<file path="src/rtl/dev_timer_pkg.sv">
// Shared definitions for dev_timer: register offsets, CTRL layout, MODE codes, FSM encoding.
// The PRESCALE offset only exists when TIMER_PRESCALE_EN is defined.
package dev_timer_pkg;

  localparam logic [7:0] ADDR_CTRL     = 8'h00;
  localparam logic [7:0] ADDR_PRESET   = 8'h04;
  localparam logic [7:0] ADDR_COUNT    = 8'h08;
`ifdef TIMER_PRESCALE_EN
  localparam logic [7:0] ADDR_PRESCALE = 8'h0C;
`endif

  localparam int CTRL_EN_BIT   = 0;
  localparam int CTRL_MODE_LSB = 1;
  localparam int CTRL_MODE_MSB = 2;
  localparam int CTRL_IM_BIT   = 3;
  localparam int CTRL_PEND_BIT = 4;

  localparam logic [1:0] MODE_AUTO = 2'b01;

  typedef enum logic [1:0] {
    ST_IDLE = 2'd0,
    ST_LOAD = 2'd1,
    ST_CNT  = 2'd2,
    ST_DONE = 2'd3
  } state_t;

  // Field order matches the CTRL bit positions above (pend is bit 4, en is bit 0).
  typedef struct packed {
    logic       pend;
    logic       im;
    logic [1:0] mode;
    logic       en;
  } ctrl_t;

  function automatic logic [31:0] ctrl_word(input ctrl_t c);
    return {27'd0, c};
  endfunction

endpackage

</file>
<file path="src/rtl/dev_timer_if.sv">
// Register bus between a host and dev_timer: combinational read data, edge-sampled write strobe.
interface dev_timer_if;
  logic [31:0] dev_out;
  logic [31:0] dev_in;
  logic [7:0]  dev_addr;
  logic        we;

  modport master (input dev_out, output dev_in, output dev_addr, output we);
  modport slave  (output dev_out, input dev_in, input dev_addr, input we);
endinterface

</file>
<file path="src/rtl/dev_timer_prescaler.sv">
// timer_prescaler: divides count steps to one every prescale+1 cycles while running.
// Latency: tick is combinational from the divider state; restart zeroes the divider on the next edge.
// Backpressure: none; built only when TIMER_PRESCALE_EN is defined.
module timer_prescaler (
  input  logic        clk,
  input  logic        rst,
  input  logic        restart,
  input  logic        run,
  input  logic [15:0] prescale,
  output logic        tick
);

  logic [15:0] div;

  // >= keeps the divider from running away if prescale is lowered mid-count.
  assign tick = (div >= prescale);

  always_ff @(posedge clk) begin
    if (rst) begin
      div <= 16'd0;
    end else if (restart) begin
      div <= 16'd0;
    end else if (run) begin
      div <= tick ? 16'd0 : div + 16'd1;
    end
  end

endmodule

</file>
<file path="src/rtl/dev_timer.sv">
// dev_timer: memory-mapped down-counter with one-shot/auto-reload modes and a masked interrupt.
// Latency: reads are combinational, writes land on the sampling edge; irq is registered.
// Backpressure: none. Define TIMER_PRESCALE_EN to add the PRESCALE register at 0x0C.
module dev_timer #(
  parameter logic [31:0] UNMAPPED_VAL = 32'hdead_beef
) (
  input  logic        clk,
  input  logic        rst,
  dev_timer_if.slave  bus,
  output logic        irq
);
  import dev_timer_pkg::*;

  state_t      state, state_next;
  ctrl_t       ctrl, ctrl_next;
  logic [31:0] preset;
  logic [31:0] count, count_next;
  logic        pend_set;
  logic        en_hw_clr;
  logic        tick;
  logic        wr_ctrl;
  logic        wr_preset;

  assign wr_ctrl   = bus.we && (bus.dev_addr == ADDR_CTRL);
  assign wr_preset = bus.we && (bus.dev_addr == ADDR_PRESET);

`ifdef TIMER_PRESCALE_EN
  logic [15:0] prescale;
  logic        wr_prescale;

  assign wr_prescale = bus.we && (bus.dev_addr == ADDR_PRESCALE);

  always_ff @(posedge clk) begin
    if (rst) begin
      prescale <= 16'd0;
    end else if (wr_prescale) begin
      prescale <= bus.dev_in[15:0];
    end
  end

  timer_prescaler u_prescaler (
    .clk      (clk),
    .rst      (rst),
    .restart  (state == ST_LOAD),
    .run      (state == ST_CNT),
    .prescale (prescale),
    .tick     (tick)
  );
`else
  assign tick = 1'b1;
`endif

  always_comb begin
    bus.dev_out = UNMAPPED_VAL;
    case (bus.dev_addr)
      ADDR_CTRL:     bus.dev_out = ctrl_word(ctrl);
      ADDR_PRESET:   bus.dev_out = preset;
      ADDR_COUNT:    bus.dev_out = count;
`ifdef TIMER_PRESCALE_EN
      ADDR_PRESCALE: bus.dev_out = {16'd0, prescale};
`endif
      default:       bus.dev_out = UNMAPPED_VAL;
    endcase
  end

  // Losing EN in any active state parks the FSM in IDLE with COUNT frozen.
  always_comb begin
    state_next = state;
    count_next = count;
    pend_set   = 1'b0;
    en_hw_clr  = 1'b0;
    case (state)
      ST_IDLE: begin
        if (ctrl.en) state_next = ST_LOAD;
      end
      ST_LOAD: begin
        if (!ctrl.en) begin
          state_next = ST_IDLE;
        end else begin
          count_next = preset;
          state_next = ST_CNT;
        end
      end
      ST_CNT: begin
        if (!ctrl.en) begin
          state_next = ST_IDLE;
        end else if (tick) begin
          if (count > 32'd1) begin
            count_next = count - 32'd1;
          end else begin
            count_next = 32'd0;
            state_next = ST_DONE;
            pend_set   = 1'b1;
          end
        end
      end
      ST_DONE: begin
        if (!ctrl.en) begin
          state_next = ST_IDLE;
        end else if (ctrl.mode == MODE_AUTO) begin
          state_next = ST_LOAD;
        end else begin
          en_hw_clr  = 1'b1;
          state_next = ST_IDLE;
        end
      end
      default: state_next = ST_IDLE;
    endcase
  end

  // Software EN beats the one-shot hardware clear; a fresh PEND beats a software clear.
  always_comb begin
    ctrl_next = ctrl;
    if (wr_ctrl) begin
      ctrl_next.en   = bus.dev_in[CTRL_EN_BIT];
      ctrl_next.mode = bus.dev_in[CTRL_MODE_MSB:CTRL_MODE_LSB];
      ctrl_next.im   = bus.dev_in[CTRL_IM_BIT];
    end else if (en_hw_clr) begin
      ctrl_next.en = 1'b0;
    end
    ctrl_next.pend = pend_set | (ctrl.pend & ~wr_ctrl);
  end

  always_ff @(posedge clk) begin
    if (rst) begin
      state  <= ST_IDLE;
      ctrl   <= '0;
      preset <= 32'd0;
      count  <= 32'd0;
      irq    <= 1'b0;
    end else begin
      state <= state_next;
      ctrl  <= ctrl_next;
      count <= count_next;
      irq   <= ctrl_next.pend & ctrl_next.im;
      if (wr_preset) preset <= bus.dev_in;
    end
  end

endmodule
</file>
<file path="src/flat_wrapper.sv">
// flat-port wrapper written by rule: the top's interface ports become plain ports
module dev_timer_flat import dev_timer_pkg::*;
#(
  parameter logic [31:0] UNMAPPED_VAL = 32'hdead_beef
)
  (clk, rst, irq, bus_dev_out, bus_dev_in, bus_dev_addr, bus_we);
  dev_timer_if bus_i ();
  input  logic clk;
  input  logic rst;
  output logic irq;
  output wire logic [$bits(bus_i.dev_out)-1:0] bus_dev_out;
  input wire logic [$bits(bus_i.dev_in)-1:0] bus_dev_in;
  input wire logic [$bits(bus_i.dev_addr)-1:0] bus_dev_addr;
  input wire logic [$bits(bus_i.we)-1:0] bus_we;
  assign bus_dev_out = bus_i.dev_out;
  assign bus_i.dev_in = bus_dev_in;
  assign bus_i.dev_addr = bus_dev_addr;
  assign bus_i.we = bus_we;
  dev_timer #(.UNMAPPED_VAL(UNMAPPED_VAL)) u_core (.clk(clk), .rst(rst), .bus(bus_i), .irq(irq));
endmodule
</file>
<file path="config.mk">
export PLATFORM = sky130hd
export DESIGN_NAME = dev_timer_flat
export DESIGN_NICKNAME = d
export VERILOG_FILES = /design/src/rtl/dev_timer_pkg.sv /design/src/rtl/dev_timer_if.sv /design/src/rtl/dev_timer_prescaler.sv /design/src/rtl/dev_timer.sv /design/src/flat_wrapper.sv
export SDC_FILE = /design/constraint.sdc
export NUM_CORES = 1
export LEC_CHECK = 0
export ABC_AREA = 1
export CORE_MARGIN = 3
export CORE_UTILIZATION = 54
export DETAILED_ROUTE_END_ITERATION = 12
export PLACE_DENSITY = 0.81
export SLEW_MARGIN = 25
export SYNTH_ARGS = -nofsm -noshare
export SYNTH_HDL_FRONTEND = slang
export SYNTH_SLANG_ARGS = --single-unit
</file>
<file path="constraint.sdc">
create_clock -name clk -period 1.7 [get_ports clk]
set_input_delay 0.17 -clock clk [delete_from_list [all_inputs] [get_ports clk]]
set_output_delay 0.17 -clock clk [all_outputs]
set_load 0.02 [all_outputs]
</file>
==> impl_metrics.tcl <==
set metrics [dict create \
    multi_input_area_mm2 0.002739 \
    rows 32 \
    synth_cell_types 36 \
    cts_max_level 3 \
    synth_compound_area_share_pct 23.48 \
    ys.warnings.count 0 \
    synth_fa_ha_area_share_pct 1.940 \
    dieArea_mm2 0.009493 \
    critPathTopFamily "simple AND/OR/NAND/NOR gates" \
    min_period_ps 1700 \
    antenna_found_initial 0 \
    totalWireLength_um 15110 \
    worstSetupPathType "flop to flop" \
    pre_cts_slack_ps -624.9 \
    path_buf_inv 1 \
    finalWorstSetupSlack_ps -0.2356 \
    crit_fanout 5 \
    regArea_mm2 0.001446 \
    ant_nets 0 \
    port_buffers 75 \
    hold_viol 0 \
    grt_pass1_vias 4845 \
    relSlewSlack_pct 78.35 \
    drive_above_1_share_pct 24.94 \
    setup_violations 1 \
    status "finished, violations left" \
    hp-class "primary input to flop" \
    drt_iter0_drc 681 \
    antennaDiodeCount 0 \
    coreArea_mm2 0.007928 \
    drv_slew 0 \
    syn_inst 677 \
    clock-sinks 72 \
    ir_drop_mv 0.4979 \
    die_x_um 97.43 \
    grt_max_degree 48 \
    worstMarginPinSlew_ps 321.3 \
    die_h_um 97.43 \
    total_power_mw 5.362 \
    skew_ps 13.28 \
    route.vias.total 5210 \
    syn2layout_area_growth_pct 33.34 \
    nets 835 \
    cts_buffer_depth 2 \
    place_inst 864 \
    initial_utilization_pct 56.94 \
    critPathMaxStageDelay_ps 380 \
    syn_nets 727 \
    grt.total_usage_pct 30.25 \
    async_flop_share_pct 0 \
    num_io_pins 76 \
    synth_xor_area_share_pct 3.104 \
    min_period_over_period_pct 100.0 \
    final_cell_area_mm2 0.006020 \
    violations "setup timing" \
    crit_required_ps 1950 \
    power.leakage_nw 2.402 \
    arrival_ps 1950 \
    instances_no_fill 892 \
    drcViolationCount 0 \
    gp_congestion 0.9035 \
    ys_ff_latch 72 \
    clkLatencyLatePin_ps 360 \
    pwr_density_cell_mw_per_mm2 890.8 \
    dpl_cell_area_mm2 0.005642 \
    layout_common_cells "nor2_1 (125), nand2_1 (105), dfxtp_1 (68), o21ai_0 (67), inv_1 (56)" \
    synth_area_mm2 0.004514 \
    ys_seq_area_share_pct 31.93 \
    grt_overflow 0 \
    yosys.area_share.simple_pct 30.10 \
    drtPass1Iterations 5 \
    layout_commonest_cell "nor2_1" \
    viasPerCell 5.841 \
    synthMuxAreaShare_pct 0 \
    cts-hold-fix-buffers 0 \
    path_cells "nor2_2, nand2_1, nor2_4, nand4_4, nand2_4, buf_12, nor2_1, nor2_1, nor2_1" \
    max_cap_viol_count 0 \
    grt_pass1_wl_um 23570 \
    synth_top_family_by_area "simple AND/OR/NAND/NOR gates" \
    cpMaxStageDelayCell "dfxtp_1" \
    crit_top_cell "nor2_1" \
    tritoncts "yes" \
    critPathLaunchType "flop" \
    n_fill_cell 584 \
    critPathCaptureType "flop" \
    syn_area_per_cell_um2 6.668 \
    fmax_mhz 588.2 \
    place_hpwl_um 9877 \
    root_buffer "clkbuf_8" \
    wl_per_cell_um 16.94 \
    ys.flop_type "dfxtp_1" \
    synth_edf_count 0 \
    clkSlewWorstSetupHoldPaths_ps 80 \
    cts_inserted_buffers 9 \
]
==> routing by layer <==
layer | GRT usage (%) | vias to the layer above | wire length [um]
met1 | 38.66 | 2393 | 6096
met2 | 49.13 | 320 | 6843
met5 | 0 | - | 0
met4 | 13.31 | 0 | 723
met3 | 6.317 | 73 | 1450
li1 | - | 2424 | -
==> through the flow <==
step / setup TNS, ps / hold slack, ps / utilization, %
6_report: -0.2356 / 410.7 / 75.93
5_1_grt: -401.6 / 420.7 / 75.93
4_1_cts: 0 / 410.7 / 74.13
3_5_place_dp: -25540 / 474.5 / 71.16
3_3_place_gp: -22250 / 465.5 / 71.16
2_1_floorplan: 0 / 239.1 / -
==> power by group <==
| part | internal, mW | switching, mW | total (mW) | leakage, nW |
|---|---|---|---|---|
| combinational | 0.707 | 1.21 | 1.91 | 1.71 |
| sequential | 1.77 | 0.123 | 1.90 | 0.585 |
| clock | 0.835 | 0.718 | 1.55 | 0.103 |
==> layout make-up <==
cell class / instances / share of cell area, %
clock buffer: 10 / 2.120
clock inverter: 6 / 1.538
inverter: 67 / 4.407
multi-input combinational: 507 / 45.50
sequential: 72 / 24.03
tap: 102 / 2.120
timing repair buffer: 128 / 20.29
==> path summary, 6_finish.rpt <==
kind,start,depth (start not counted),to,slack (ps)
max,u_core.count[14],9,u_core.count[19],-0.2
min,bus_dev_in[13],3,u_core.preset[13],410
max reg2reg,u_core.count[14],9,u_core.count[19],-0.2
min reg2reg,u_core.preset[19],2,u_core.preset[19],490
==> synthesized netlist by cell type, types with 3 or more instances <==
master,number,area [um^2]
nor2_4,7,78.83
nand3_1,11,55.05
buf_2,10,50.05
o2111ai_1,4,35.03
o21ai_1,20,100.1
o221ai_1,5,43.79
ha_1,7,87.58
a21oi_1,42,210.2
o211ai_1,16,120.1
a21oi_2,20,175.2
nand2_1,109,409.1
dfxtp_1,72,1441
nor2_2,5,31.28
nand2_2,26,162.7
nand4_1,3,18.77
o21ai_0,68,340.3
xor2_1,16,140.1
o22ai_1,3,18.77
inv_1,61,229.0
nor2_1,133,499.2
clkbuf_1,16,60.06
inv_2,4,15.01
==> worst reg2reg max path, cell delays in order, from the launching register on <==
cell	delay, ps
dfxtp_1	380
nor2_2	190
nand2_1	130
nor2_4	180
nand4_4	190
nand2_4	170
buf_12	120
nor2_1	50
nor2_1	130
nor2_1	50
==> sequential cells by signal (all words and copies together) (netlist names) <==
register	flops
u_core.preset	32
u_core.ctrl	5
u_core.irq	1
u_core.count	32
u_core.state	2
==> repair_timing <==
| action | CTS | global route |
|---|---|---|
| setup endpoints to repair | 58 | 62 |
| setup buffers | 6 | 5 |
| gates cloned | 3 | 0 |
| gates resized for setup | 171 | 43 |
| pin swaps | 12 | 12 |
| hold endpoints to repair | 0 | 0 |
==> cells by family after synthesis <==
family / count (synthesis)
xor+xnor: 16
buf+inv: 98
flops: 72
simple gates: 304
fa+ha+maj: 7
compound gates: 180
(Power assumes the default switching activity.)
